$ cat config.mk
export PLATFORM = sky130hd
export DESIGN_NAME = sync_phase_ctrl
export DESIGN_NICKNAME = d
export VERILOG_FILES = /design/src/rtl/sync_pkg.sv /design/src/rtl/sync_edge_det.sv /design/src/rtl/sync_phase_ctrl.sv
export SDC_FILE = /design/constraint.sdc
export NUM_CORES = 1
export LEC_CHECK = 0
export CORE_MARGIN = 2
export CORE_UTILIZATION = 51
export CTS_CLUSTER_DIAMETER = 80
export CTS_CLUSTER_SIZE = 10
export DETAILED_ROUTE_END_ITERATION = 8
export HOLD_SLACK_MARGIN = 0.02
export PLACE_DENSITY = 0.79
export SYNTH_ARGS = -nofsm -noshare
export SYNTH_HDL_FRONTEND = slang
export SYNTH_SLANG_ARGS = --single-unit
$ cat constraint.sdc
create_clock -name clk -period 2.44 [get_ports clk]
set_input_delay 0.732 -clock clk [delete_from_list [all_inputs] [get_ports clk]]
set_output_delay 0.732 -clock clk [all_outputs]
set_load 0.1 [all_outputs]
$ cat src/rtl/sync_pkg.sv
// Shared types and constants for the board-sync phase alignment logic.
package sync_pkg;

  typedef enum logic [1:0] {
    ACQUIRE = 2'd0,
    TRACK   = 2'd1,
    LOCKED  = 2'd2
  } sync_state_e;

  // Cycles from sync_in to sync_rise through the synchronizer and edge detector.
  localparam int SYNC_LAT = 2;

  // A divider shorter than SYNC_LAT+2 leaves no room for the post-realign preset.
  function automatic logic div_is_legal(input int unsigned div);
    return div >= unsigned'(SYNC_LAT + 2);
  endfunction

endpackage

$ cat src/rtl/sync_edge_det.sv
// Two-flop synchronizer followed by a rising-edge detector on the synchronized level.
module sync_edge_det (
  input  logic clk,
  input  logic reset,
  input  logic d,
  output logic rise
);

  localparam int STAGES = 3;

  logic [STAGES-1:0] stage_reg;
  logic [STAGES-1:0] stage_next;

  genvar gi;
  generate
    for (gi = 0; gi < STAGES; gi++) begin : g_stage
      if (gi == 0) begin : g_first
        assign stage_next[gi] = d;
      end else begin : g_follow
        assign stage_next[gi] = stage_reg[gi-1];
      end
    end
  endgenerate

  always_ff @(posedge clk) begin
    if (reset) begin
      stage_reg <= '0;
    end else begin
      stage_reg <= stage_next;
    end
  end

  // Stage 2 only serves as the delayed copy for edge detection.
  assign rise = stage_reg[1] & ~stage_reg[2];

endmodule

$ cat src/rtl/sync_phase_ctrl.sv
// Aligns the local divided-clock phase counter to an external board-sync pulse,
// sequencing acquire/track/lock and issuing preset strobes to the register bank.
module sync_phase_ctrl
  import sync_pkg::*;
#(
  parameter int DIV_WIDTH   = 8,
  parameter int DIV_DEFAULT = 100,
  parameter int LOCK_COUNT  = 4,
  parameter int MISS_LIMIT  = 4
) (
  input  logic                 clk,
  input  logic                 reset,
  input  logic                 sync_in,
  input  logic                 cfg_valid,
  input  logic [DIV_WIDTH-1:0] cfg_div,
  output logic                 cfg_ready,
  output logic                 cfg_err,
  output logic [DIV_WIDTH-1:0] phase,
  output logic                 tick,
  output logic                 realign,
  output logic [DIV_WIDTH-1:0] realign_val,
  output logic                 locked,
  output logic [1:0]           state_o
);

  localparam int MATCH_W = (LOCK_COUNT > 1) ? $clog2(LOCK_COUNT) : 1;
  localparam int MISS_W  = (MISS_LIMIT > 1) ? $clog2(MISS_LIMIT) : 1;

  localparam logic [DIV_WIDTH-1:0] DIV_RESET   = DIV_WIDTH'(DIV_DEFAULT);
  localparam logic [DIV_WIDTH-1:0] PHASE_LAT   = DIV_WIDTH'(SYNC_LAT);
  // Every legal divider exceeds SYNC_LAT+1, so the modulo reduces to the constant.
  localparam logic [DIV_WIDTH-1:0] REALIGN_VAL = DIV_WIDTH'(SYNC_LAT + 1);
  localparam logic [MATCH_W-1:0]   MATCH_LAST  = MATCH_W'(LOCK_COUNT - 1);
  localparam logic [MISS_W-1:0]    MISS_LAST   = MISS_W'(MISS_LIMIT - 1);

  sync_state_e          state_reg, state_next;
  logic [DIV_WIDTH-1:0] phase_reg, phase_next;
  logic [DIV_WIDTH-1:0] div_reg, div_next;
  logic [MATCH_W-1:0]   match_cnt_reg, match_cnt_next;
  logic [MISS_W-1:0]    miss_cnt_reg, miss_cnt_next;
  logic                 locked_reg, locked_next;
  logic                 tick_reg, tick_next;
  logic                 realign_reg, realign_next;
  logic [DIV_WIDTH-1:0] realign_val_reg, realign_val_next;
  logic                 cfg_ready_reg, cfg_ready_next;
  logic                 cfg_err_reg, cfg_err_next;

  logic sync_rise;
  logic cfg_accept;
  logic cfg_legal;
  logic aligned;
  logic do_realign;

  sync_edge_det u_edge (
    .clk   (clk),
    .reset (reset),
    .d     (sync_in),
    .rise  (sync_rise)
  );

  assign cfg_accept = cfg_valid & cfg_ready_reg;
  assign cfg_legal  = div_is_legal(32'(cfg_div));
  assign aligned    = sync_rise && (phase_reg == PHASE_LAT);

  always_ff @(posedge clk) begin
    if (reset) begin
      state_reg       <= ACQUIRE;
      phase_reg       <= '0;
      div_reg         <= DIV_RESET;
      match_cnt_reg   <= '0;
      miss_cnt_reg    <= '0;
      locked_reg      <= 1'b0;
      tick_reg        <= 1'b0;
      realign_reg     <= 1'b0;
      realign_val_reg <= '0;
      cfg_ready_reg   <= 1'b0;
      cfg_err_reg     <= 1'b0;
    end else begin
      state_reg       <= state_next;
      phase_reg       <= phase_next;
      div_reg         <= div_next;
      match_cnt_reg   <= match_cnt_next;
      miss_cnt_reg    <= miss_cnt_next;
      locked_reg      <= locked_next;
      tick_reg        <= tick_next;
      realign_reg     <= realign_next;
      realign_val_reg <= realign_val_next;
      cfg_ready_reg   <= cfg_ready_next;
      cfg_err_reg     <= cfg_err_next;
    end
  end

  always_comb begin
    state_next       = state_reg;
    phase_next       = (phase_reg == div_reg - 1'b1) ? '0 : phase_reg + 1'b1;
    div_next         = div_reg;
    match_cnt_next   = match_cnt_reg;
    miss_cnt_next    = miss_cnt_reg;
    locked_next      = locked_reg;
    realign_next     = 1'b0;
    realign_val_next = realign_val_reg;
    cfg_ready_next   = ~cfg_accept;
    cfg_err_next     = 1'b0;
    do_realign       = 1'b0;

    // A config accept pre-empts any sync event in the same cycle.
    if (cfg_accept) begin
      if (cfg_legal) begin
        div_next       = cfg_div;
        phase_next     = '0;
        state_next     = ACQUIRE;
        locked_next    = 1'b0;
        match_cnt_next = '0;
        miss_cnt_next  = '0;
      end else begin
        cfg_err_next = 1'b1;
      end
    end else begin
      case (state_reg)
        ACQUIRE: begin
          if (sync_rise) begin
            do_realign     = 1'b1;
            match_cnt_next = '0;
            miss_cnt_next  = '0;
            state_next     = TRACK;
          end
        end
        TRACK, LOCKED: begin
          if (sync_rise) begin
            miss_cnt_next = '0;
            if (aligned) begin
              if (state_reg == TRACK) begin
                if (match_cnt_reg == MATCH_LAST) begin
                  state_next  = LOCKED;
                  locked_next = 1'b1;
                end else begin
                  match_cnt_next = match_cnt_reg + 1'b1;
                end
              end
            end else begin
              do_realign     = 1'b1;
              match_cnt_next = '0;
              locked_next    = 1'b0;
              state_next     = TRACK;
            end
          end else if (tick_reg) begin
            if (miss_cnt_reg == MISS_LAST) begin
              state_next     = ACQUIRE;
              locked_next    = 1'b0;
              miss_cnt_next  = '0;
              match_cnt_next = '0;
            end else begin
              miss_cnt_next = miss_cnt_reg + 1'b1;
            end
          end
        end
        default: begin
          state_next  = ACQUIRE;
          locked_next = 1'b0;
        end
      endcase
    end

    if (do_realign) begin
      phase_next       = REALIGN_VAL;
      realign_next     = 1'b1;
      realign_val_next = REALIGN_VAL;
    end

    tick_next = (phase_next == '0);
  end

  assign cfg_ready   = cfg_ready_reg;
  assign cfg_err     = cfg_err_reg;
  assign phase       = phase_reg;
  assign tick        = tick_reg;
  assign realign     = realign_reg;
  assign realign_val = realign_val_reg;
  assign locked      = locked_reg;
  assign state_o     = state_reg;

endmodule

* After elaboration in Yosys (flattened, before gate mapping)
Cells that the tools add are included.
Storage, ports and cells: register bits after elaboration 31, word-level logic and storage cells 88, output and inout bits 23, input port bits 12
Operators by class: mux-type cells 42, bitwise logic cells 4, magnitude comparators 1, equality and inequality tests 14, add/subtract/negate cells 4, reductions and logical operators 11
Operators with widths (number):
- 2-to-1 mux 2 bit | 19
- 2-to-1 mux 8 bit | 4
- != test 5 bit (second input constant) | 3
- 2-to-1 mux 1 bit | 14
- case mux 2 bit (2 select lines) | 3
- AND reduction 6 bit | 2
- adder 8 x 1 -> 8 bit (second input constant) | 1
- equality test 8 x 2 -> 1 bit (second input constant) | 1
- equality test 8 bit | 1
- >= comparator 8 x 3 -> 1 bit (second input constant) | 1
- logical NOT 8 bit | 1
- != test 4 bit (second input constant) | 2
- subtractor 8 x 1 -> 8 bit (second input constant) | 1
- AND reduction 7 bit | 1
- equality test 2 bit (second input constant) | 3
- adder 2 x 1 -> 2 bit (second input constant) | 2
- case mux 1 bit (2 select lines) | 2
- AND reduction 4 bit | 1
- OR reduction 2 bit | 2
- != test 3 bit (second input constant) | 1
- nonzero test 3 bit | 1
- bitwise AND 1 bit | 2
- equality test 2 x 1 -> 1 bit (second input constant) | 1
- logical NOT 2 bit | 1
- 5 further kinds | 6

* Logic depth before layout (Yosys ltp)
Gate-level depths: netlist of the first run.
depth in word-level cells 9, mapped depth 7, mapped depth without buffers 7

* Hierarchy
Synthesis of the first run repeated with hierarchy kept, for this count alone.
Second synthesis, totals: cells, all modules 217, area total of the unflattened synthesis 1816.7 µm²
By module, submodules not included:
- sync_phase_ctrl | cells each 210, seq. area each 560.5 µm², times used 1, area an instance 1729.2 µm²
- sync_edge_det | cells each 7, seq. area each 60.1 µm², times used 1, area an instance 87.6 µm²

* Worst setup path before layout of the first run
No wires, ideal clock.
kind reg2reg, start point reg state_reg[1], in the netlist state_o[1], end point reg state_reg[1], in the netlist state_o[1], required time 2.370 ns, arrival 2.670 ns, cell stages (with the launch flop) 7, path buffers 0, path slack -0.300 ns, setup time 0.070 ns, period minus slack after synthesis 2.740 ns, path through dfxtp_1 -> inv_1 -> ha_1 -> a21boi_0 -> nand4_1 -> or4_1 -> a21oi_1
Between the ends: word-level cells in the longest chain between the ends 4, elaborated cells on any way between the ends 12, classes of those cells 7 x eq/ne; 2 x mux; 3 x reduce/logical
RTL lines:
- from (decl) | line sync_phase_ctrl.sv:36 | sync_state_e state_reg, state_next;
- from (signal assigned) | line sync_phase_ctrl.sv:79 | state_reg <= state_next;
- equality test 2 x 1 -> 1 bit or equality test 2 bit (tied branches) | line sync_phase_ctrl.sv:119, sync_phase_ctrl.sv:132
- OR reduction 2 bit | line sync_phase_ctrl.sv:119 | case (state_reg)
- != test 5 bit (no line) (tied with other cells)
- AND reduction 6 bit (no line) or 2-to-1 mux 2 bit (tied branches)
Several ways; a longest one is shown, not always the timed one. A chain may end at the register's enable or synchronous reset.

* Worst setup path in the final report of the first run
start point reg div_reg[0], end point reg phase_reg[3], in the netlist phase[3]
Between the ends: word-level cells in the longest chain between the ends 6
RTL lines:
- from (decl) | line sync_phase_ctrl.sv:38 | logic [DIV_WIDTH-1:0] div_reg, div_next;
- from (signal assigned) | line sync_phase_ctrl.sv:81 | div_reg <= div_next;
- subtractor 8 x 1 -> 8 bit (*) | line sync_phase_ctrl.sv:95 | phase_next = (phase_reg == div_reg - 1'b1) ? '0 : phase_reg + 1'b1;
- equality test 8 bit (*) | line sync_phase_ctrl.sv:95
- 2-to-1 mux 8 bit (*) | line sync_phase_ctrl.sv:95
- 2-to-1 mux 8 bit | line sync_phase_ctrl.sv:108 | if (cfg_legal) begin
- 2-to-1 mux 8 bit (*) | line sync_phase_ctrl.sv:107 | if (cfg_accept) begin
- 2-to-1 mux 8 bit (*) | line sync_phase_ctrl.sv:164 | if (do_realign) begin
- to (signal assigned) | line sync_phase_ctrl.sv:80 | phase_reg <= phase_next;
- to (decl) | line sync_phase_ctrl.sv:37 | logic [DIV_WIDTH-1:0] phase_reg, phase_next;
Every way passes the cells marked *; elsewhere a longest branch is shown, timed or not.

==> results of run 1 <==
[stage by stage]
step / utilization [%] / TNS [ns] / hold slack, ns
final: 66.52 / 0 / 0.4496
after global routing: 66.52 / 0 / 0.4604
after CTS: 66.25 / 0 / 0.4560
after detailed placement: 63.67 / -0.1634 / 0.4328
after global placement: 63.67 / 0 / 0.4199
after floorplan: - / -0.06190 / 0.4138
[metal layers]
metal	up-vias	GRT usage [%]	share of wire [%]
met5	-	0	0
met4	0	9.722	1.5
met3	9	5.946	4.5
met2	40	36.84	48
met1	782	28.91	46
li1	833	-	-
[kinds of logic after synthesis]
logic type      Yosys count  share of synthesized area [%]
other cells               1                         0.2115
buf+inv                  24                          6.775
fa+ha+maj                 8                          5.646
simple gates            101                          30.56
compound gates           35                          13.83
xor+xnor                 15                          7.410
mux                       1                         0.5646
flops                    31                          35.00
[area by class of cell]
class	count	area share [%]
Tap cell	46	2.593
Inverter	8	1.353
Sequential cell	31	28.18
Timing Repair Buffer	41	16.23
Multi-Input combinational cell	166	47.75
Clock buffer	6	2.311
Clock inverter	2	1.578
[how the worst min path moves through the flow]
stage	endpoint	depth (start not counted)	slack [ns]	startpoint
finish	u_edge.stage_reg[1]	1	0.45	u_edge.stage_reg[0]
global route	u_edge.stage_reg[1]	1	0.46	u_edge.stage_reg[0]
CTS	u_edge.stage_reg[1]	1	0.46	u_edge.stage_reg[0]
detailed placement	u_edge.stage_reg[1]	1	0.43	u_edge.stage_reg[0]
global placement	u_edge.stage_reg[1]	1	0.42	u_edge.stage_reg[0]
floorplan	u_edge.stage_reg[1]	1	0.41	u_edge.stage_reg[0]
[worst reg2reg max path: cells and delay by family (launching register included)]
kind	cells	cell delay, ns
compound gates	2	0.42
flops	1	0.38
simple gates	3	1.31
[power by group through the flow]
stage	registers [W]	clock network, W	logic [W]
6_report	0.000558	0.000424	0.000363
4_1_cts	0.000559	0.000428	0.000360
2_1_floorplan	0.000650	0	0.000190
3_3_place_gp	0.000569	0	0.000354
5_1_grt	0.000563	0.000450	0.000392
3_5_place_dp	0.000570	0	0.000358
[layout by cell type (no fill, tap or decap), types with 2 or more instances in the layout]
cell type / synthesis / layout
buf_4: 8 / 28
dfxtp_1: 31 / 27
nand2_1: 26 / 26
nor2_1: 13 / 13
a21oi_1: 12 / 12
nand3_1: 12 / 12
nor4_1: 11 / 11
clkdlybuf4s50_1: 0 / 11
xnor2_1: 9 / 9
inv_1: 8 / 8
ha_1: 8 / 8
nor2b_1: 6 / 6
xor2_1: 6 / 6
conb_1: 1 / 6
nor3_1: 5 / 5
or3_1: 5 / 5
and2_1: 5 / 5
clkbuf_4: 0 / 5
o21a_1: 4 / 4
dfxtp_2: 0 / 4
nand4_1: 3 / 3
o22ai_1: 3 / 3
o21ai_0: 3 / 3
nor4b_1: 2 / 2
nand2b_1: 2 / 2
nand3b_1: 2 / 2
o21ba_2: 2 / 2
a221oi_1: 2 / 2
and3_1: 2 / 2
buf_12: 0 / 2
==> reports/qor.yml, run 1 <==
r2r_cells: 5
path_max_fanout: 7
pre_cts_ws_ns: -0.04157
cp-start-kind: "flop"
status: "complete, no violations"
track_usage_pct: 22.92
syn_inst: 216
rsz0062_at_grt: "no"
cts_tree: "done"
numCtsBuffers: 5
hpwl_mm: 3.114
end_kind: "flop"
io_buffer_count: 28
synth_cell_types: 44
p_int_w: 0.0008904
hold_buffers: 0
cts-resized-gates: 0
worstPathCellList: "or4_4 -> o221a_1 -> nor4_2 -> o31ai_4 -> nor4_1"
synth_flop_cell: "dfxtp_1"
syn_avg_cell_area_um2: 8.208
avgRoutedWirePerCell_um: 13.68
grt_max_degree: 16
first_iter_violations: 60
cts.sinks: 31
r2r-end: "phase[3]"
worst-path-buf-inv: 0
post-route-period-util_pct: 90.79
switching_power_w: 0.0004552
place_area_um2: 2125
regToRegSetupSlack_ns: 0.22
r2r-start: "div_reg[0]"
crit_type: "reg -> reg"
setup_slack_ns: 0.2248
vias: 1664
yosysMostFrequentCell: "dfxtp_1"
ff_latch_area_um2: 625.6
dieArea_um2: 3964
core_area_um2: 3337
powerDensity_nw_per_um2: 606.2
synth-edff-count: 0
start_util_pct: 53.13
p_leak_nw: 0.8998
grt_pass1_wl_mm: 7.245
diodes: 0
synth_top_area_cell: "dfxtp_1"
cp_top_family: "simple AND/OR/NAND/NOR gates"
cts_root_buffer: "clkbuf_4"
hold_viol_final: 0
clock_skew_ns: 0.01316
firstDrtPassIters: 4
crit_end: "phase[3]"
die_x_um: 62.96
die_h_um: 62.96
grt-ovfl-total: 0
drv_slew: 0
crit_slowest_cell: "or4_4"
cp.arrival_ns: 2.44
clk_latency_ns: 0.33
rows: 21
ant_nets: 0
cts_max_path_buffers: 2
swShare_pct: 33.83
setup_violations: 0
required_ns: 2.67
fin_crit_ns: 2.215
gp_congestion: 0.8846
async_flop_share_pct: 0
multi_input_comb_area_um2: 1060
synthToLayoutAreaGrowth_pct: 25.19
route.detailed.drc: 0
startpoint: "div_reg[0]"
drv_cap: 0
clkPwrFrac_pct: 31.5
wl_mm: 4.105
fmax_ghz: 0.4514
fillCellCount: 285
nets: 273
antenna_found_initial: 0
pin_count: 35
layoutNonFillerInstCount: 300
max_stage_delay_ns: 0.58
worstSetupPathDepth: 5
synth_common_cells: "dfxtp_1 (31), nand2_1 (26), nor2_1 (13), a21oi_1 (12), nand3_1 (12)"
drive_gt1_share_pct: 19.29
hold_path.class: "reg -> reg"
ys_ff_latch: 31
combinationalPowerShare_pct: 27.0
fin_area_um2: 2220
ys_seq_area_share_pct: 35.00
p_total_w: 0.001346
h-tree-depth: 2
avgViaCountPerCell: 5.547
synth.top_cell.area_share_pct: 35.00
peakVddDrop_mv: 0.4441
ys_warn_count: 0
placed_cells: 292
grt_pass1_vias: 1589
synth_area_um2: 1773
ys_top_cells_by_area: "dfxtp_1 (35%), ha_1 (5.6%), nand2_1 (5.5%)"
clk_pin_slew_worst_paths_ns: 0.11
seqPwrFrac_pct: 41.5
post_cts_buffers: 0
(Power assumes the default switching activity.)
==> run 2: changes to the inputs <==
PLACE_DENSITY = 0.87   (was 0.79)
==> run 2 against run 1 <==
  * First-iteration DRC count rose by 40%
  * Cell count grew 1.3%
  * Maximum frequency decreased by 1.5%
  * Highest routed layer unchanged
  * Clock skew is 0.0060 ns higher
  * Hold slack gained 0.0032 ns
  * Largest cell class unchanged
  * Global-route usage up 0.70 points
  * Sequential cell count did not move
  * Critical path type unchanged
  * Combinational power is essentially flat
  * Largest power group unchanged
==> reports/qor.yml, run 2 (synthesis results as in run 1) <==
drv_slew: 0
cts_root_buffer: "clkbuf_4"
cp.arrival_ns: 2.55
diodes: 0
hpwl_mm: 3.147
worstPathCellList: "inv_1 -> ha_1 -> nor3b_1 -> a21oi_1 -> nand4b_1 -> o31ai_2 -> o211a_1"
min_from: "u_edge.stage_reg[0]"
peakVddDrop_mv: 0.3734
post_cts_buffers: 0
route.detailed.drc: 0
pin_count: 35
crit_type: "reg -> reg"
antenna_found_initial: 0
io_buffer_count: 28
core_area_um2: 3337
hold_end: "u_edge.stage_reg[1]"
hold_viol_final: 0
hold_buffers: 0
final_common_cell: "buf_4"
dieArea_um2: 3964
max_stage_delay_ns: 0.61
fin_crit_ns: 2.249
ant_nets: 0
place_area_um2: 2155
avgViaCountPerCell: 5.569
powerDensity_nw_per_um2: 577.3
clock_skew_ns: 0.01912
worst_pin_slew_ns: 0.6246
wl_mm: 4.241
placed_cells: 296
clk_latency_ns: 0.36
grt-ovfl-total: 0
gp_congestion: 0.7976
status: "complete, no violations"
regToRegSetupSlack_ns: 0.19
r2r-start: "div_reg[0]"
drv_cap: 0
final_cell_mix: "buf_4 (32), dfxtp_1 (27), nand2_1 (26)"
cts.sinks: 31
start_util_pct: 53.13
grt_pass1_wl_mm: 7.486
cp_top_family: "compound AO/OA/AOI/OAI gates"
drive_gt1_share_pct: 20.54
fin_util_pct: 66.74
path_max_fanout: 7
min_path_cells: 1
fillCellCount: 282
p_leak_nw: 0.9072
track_usage_pct: 23.63
first_iter_violations: 84
slew_headroom_pct: 58.11
grt_pass1_vias: 1675
layoutNonFillerInstCount: 304
setup_violations: 0
r2r-end: "tick"
hold_path.class: "reg -> reg"
die_x_um: 62.96
cts-resized-gates: 0
cp-start-kind: "flop"
worst-path-buf-inv: 1
fmax_ghz: 0.4447
vias: 1693
crit_slowest_cell: "o31ai_2"
post-route-period-util_pct: 92.16
cts_tree: "done"
p_total_w: 0.001286
end_kind: "flop"
rsz0062_at_grt: "no"
r2r_cells: 7
fin_area_um2: 2227
rows: 21
avgRoutedWirePerCell_um: 13.95
nets: 277
firstDrtPassIters: 4
synthToLayoutAreaGrowth_pct: 25.62
h-tree-depth: 2
numCtsBuffers: 5
required_ns: 2.74
die_h_um: 62.96
grt_max_degree: 16
clk_pin_slew_worst_paths_ns: 0.10
cts_max_path_buffers: 2
run 2: changes by cell type in the layout (fill, tap and decap cells not counted):
cell,previous run,this run
clkbuf_8,1,2
buf_4,28,32
clkinvlp_4,0,1
clkinv_2,1,0
o31ai_2,0,1
bufinv_16,1,0
o31ai_4,1,0
run 2: layout make-up:
cell class	instances	area, µm²	area share [%]
Clock inverter	1	7.507	0.3371
Multi-Input combinational cell	166	1051	47.19
Tap cell	46	57.56	2.584
Inverter	8	30.03	1.348
Sequential cell	31	625.6	28.09
Timing Repair Buffer	45	390.4	17.53
Clock buffer	7	65.06	2.921
run 2: power breakdown:
group | internal (W) | switching (W) | leakage [nW]
sequential | 0.000529 | 0.0000288 | 0.254
clock | 0.000168 | 0.000196 | 0.0375
combinational | 0.000120 | 0.000244 | 0.616
total | 0.000818 | 0.000468 | 0.907
run 2: per-layer routing:
layer	share of wire, %	up-vias	GRT usage, %
li1	-	838	-
met1	43	793	28.06
met2	49	51	39.63
met3	5.6	11	5.586
met4	2.4	0	11.67
met5	0	-	0
run 2: per-stage QoR:
| step | hold WS, ns | setup slack, ns | TNS, ns |
|---|---|---|---|
| after floorplan | 0.4138 | -0.06190 | -0.06190 |
| after global placement | 0.4248 | -0.01263 | -0.02409 |
| after detailed placement | 0.4313 | -0.06167 | -0.1222 |
| after CTS | 0.4612 | 0.1863 | 0 |
| after global routing | 0.4776 | 0.003179 | 0 |
| final | 0.4528 | 0.1913 | 0 |
run 2: worst max-delay path by stage:
stage	start	endpoint	slack [ns]	cells after the start
finish	div_reg[0]	tick	0.19	7
global route	div_reg[0]	tick	0.003	7
CTS	div_reg[0]	tick	0.19	7
detailed placement	cfg_div[2]	match_cnt_reg[0]	-0.06	7
global placement	cfg_div[6]	match_cnt_reg[0]	-0.01	7
floorplan	phase[1]	state_o[1]	-0.06	5
run 2: worst register-to-register path: stages (launching register included):
cell and delay [ns]:
dfxtp_1 0.37, inv_1 0.07, ha_1 0.21, nor3b_1 0.37, a21oi_1 0.11, nand4b_1 0.23
o31ai_2 0.61, o211a_1 0.24
==> run 3: changes to the inputs <==
SKIP_CTS_REPAIR_TIMING = 1   (was not set)
SLEW_MARGIN = 20   (was not set)
TNS_END_PERCENT = 1   (was not set)
==> run 3 against run 2 <==
  * Total power rose by 6.1%
  * Clock-buffer cell count fell by 1
  * Non-clock buffer count rose by 2
  * Global-route usage fell by 1.6 points
  * Worst setup slack improved by 0.028 ns
  * Clock power rose by 20%
  * Cell count rose by 0.66%
  * Register-to-register slack improved by 0.03 ns
  * Die area did not move
  * First-iteration DRC count rose by 19%
  * Critical endpoint unchanged
  * Largest power group unchanged
==> reports/qor.yml, run 3 (synthesis results as in run 1) <==
track_usage_pct: 22.01
avgViaCountPerCell: 5.520
fmax_ghz: 0.4504
antenna_found_initial: 0
final_common_cell: "buf_4"
drive_gt1_share_pct: 20.77
dieArea_um2: 3964
drv_cap: 0
min_from: "u_edge.stage_reg[0]"
grt_use_met2_pct: 36.57
worst_pin_slew_ns: 0.5332
gp_congestion: 0.8507
route.detailed.drc: 0
die_h_um: 62.96
cts.sinks: 31
start_util_pct: 53.13
h-tree-depth: 2
path_max_fanout: 7
vias: 1689
r2r-end: "tick"
startpoint: "div_reg[0]"
pin_count: 35
pre_cts_ws_ns: -0.08808
r2r_cells: 7
powerDensity_nw_per_um2: 602.5
crit_type: "reg -> reg"
slew_headroom_pct: 64.40
rows: 21
crit_end: "tick"
grt_max_degree: 20
post-route-period-util_pct: 90.99
clk_latency_ns: 0.35
grt-ovfl-total: 0
p_leak_nw: 0.9284
hold_path.class: "reg -> reg"
io_buffer_count: 28
cp-start-kind: "flop"
final_cell_mix: "buf_4 (34), dfxtp_1 (28), nand2_1 (26)"
drv_slew: 0
hpwl_mm: 2.952
r2r-start: "div_reg[0]"
met3_usage_pct: 4.865
placed_cells: 298
core_area_um2: 3337
required_ns: 2.74
setup_violations: 0
cts_max_path_buffers: 2
die_x_um: 62.96
status: "complete, no violations"
clock_skew_ns: 0.007339
cts_root_buffer: "clkbuf_4"
end_kind: "flop"
cts_tree: "done"
rsz0062_at_grt: "no"
cp.arrival_ns: 2.52
first_iter_violations: 100
grt_pass1_wl_mm: 6.858
fin_crit_ns: 2.220
nets: 279
layoutNonFillerInstCount: 306
numCtsBuffers: 5
regToRegSetupSlack_ns: 0.22
setup_slack_ns: 0.2197
diodes: 0
grt_pass1_vias: 1562
grt-busiest-layer: "met2"
grt.met1_usage_pct: 26.35
firstDrtPassIters: 4
wl_mm: 4.097
synthToLayoutAreaGrowth_pct: 27.66
peakVddDrop_mv: 0.5459
avgRoutedWirePerCell_um: 13.39
clk_pin_slew_worst_paths_ns: 0.10
hold_viol_final: 0
ant_nets: 0
==> run 3: cell count changes in the layout (fill, tap and decap cells not counted) <==
cell	delta
clkbuf_8	-1
o31ai_4	+1
dfxtp_2	-1
bufinv_16	+1
o31ai_2	-1
clkinvlp_4	-1
buf_4	+2
clkinv_2	+1
dfxtp_1	+1
==> run 3: how the worst min path moves through the flow <==
stage	endpoint	slack, ns	cells past startpoint
5_1_grt	u_edge.stage_reg[1]	0.48	1
6_report	u_edge.stage_reg[1]	0.45	1
3_5_place_dp	u_edge.stage_reg[1]	0.43	1
2_1_floorplan	u_edge.stage_reg[1]	0.41	1
4_1_cts	u_edge.stage_reg[1]	0.45	1
3_3_place_gp	u_edge.stage_reg[1]	0.42	1
==> run 3: metal layers <==
layer	up-vias	wire, µm	part of all wire (%)
met5	-	0	0
li1	842	-	-
met1	777	1842	45
met4	0	87	2.1
met3	8	271	6.6
met2	62	1896	46
==> run 3: cell type report <==
class	instances	area, µm²
Inverter	8	30.03
Tap cell	46	57.56
Multi-Input combinational cell	166	1060
Sequential cell	31	624.3
Timing Repair Buffer	47	405.4
Clock buffer	6	51.30
Fill cell	282	1074
Clock inverter	2	35.03
==> run 3: per-stage QoR <==
step	util [%]	power [W]	instance area [µm²]	setup TNS (ns)	hold slack, ns
floorplan	-	0.0008396	1795	-0.06755	0.4138
global placement	64.98	0.0009259	2168	-0.07284	0.4219
detailed placement	64.98	0.0009312	2168	-0.2401	0.4280
CTS	67.57	0.001361	2255	0	0.4521
global route	67.83	0.001425	2263	0	0.4823
finish	67.83	0.001364	2263	0	0.4468
==> run 3: report_power, final <==
group	internal, W	total, W	switching [W]
Sequential	0.000529	0.000559	0.0000297
Clock	0.000242	0.000436	0.000194
Combinational	0.000123	0.000369	0.000246
Total	0.000894	0.00136	0.000470
==> run 3: worst max-delay path: stages (launching register included) <==
cell	delay [ns]
dfxtp_1	0.44
inv_1	0.07
ha_1	0.25
o21ba_2	0.21
a221oi_1	0.38
a31oi_1	0.15
o31ai_4	0.46
o211a_1	0.21
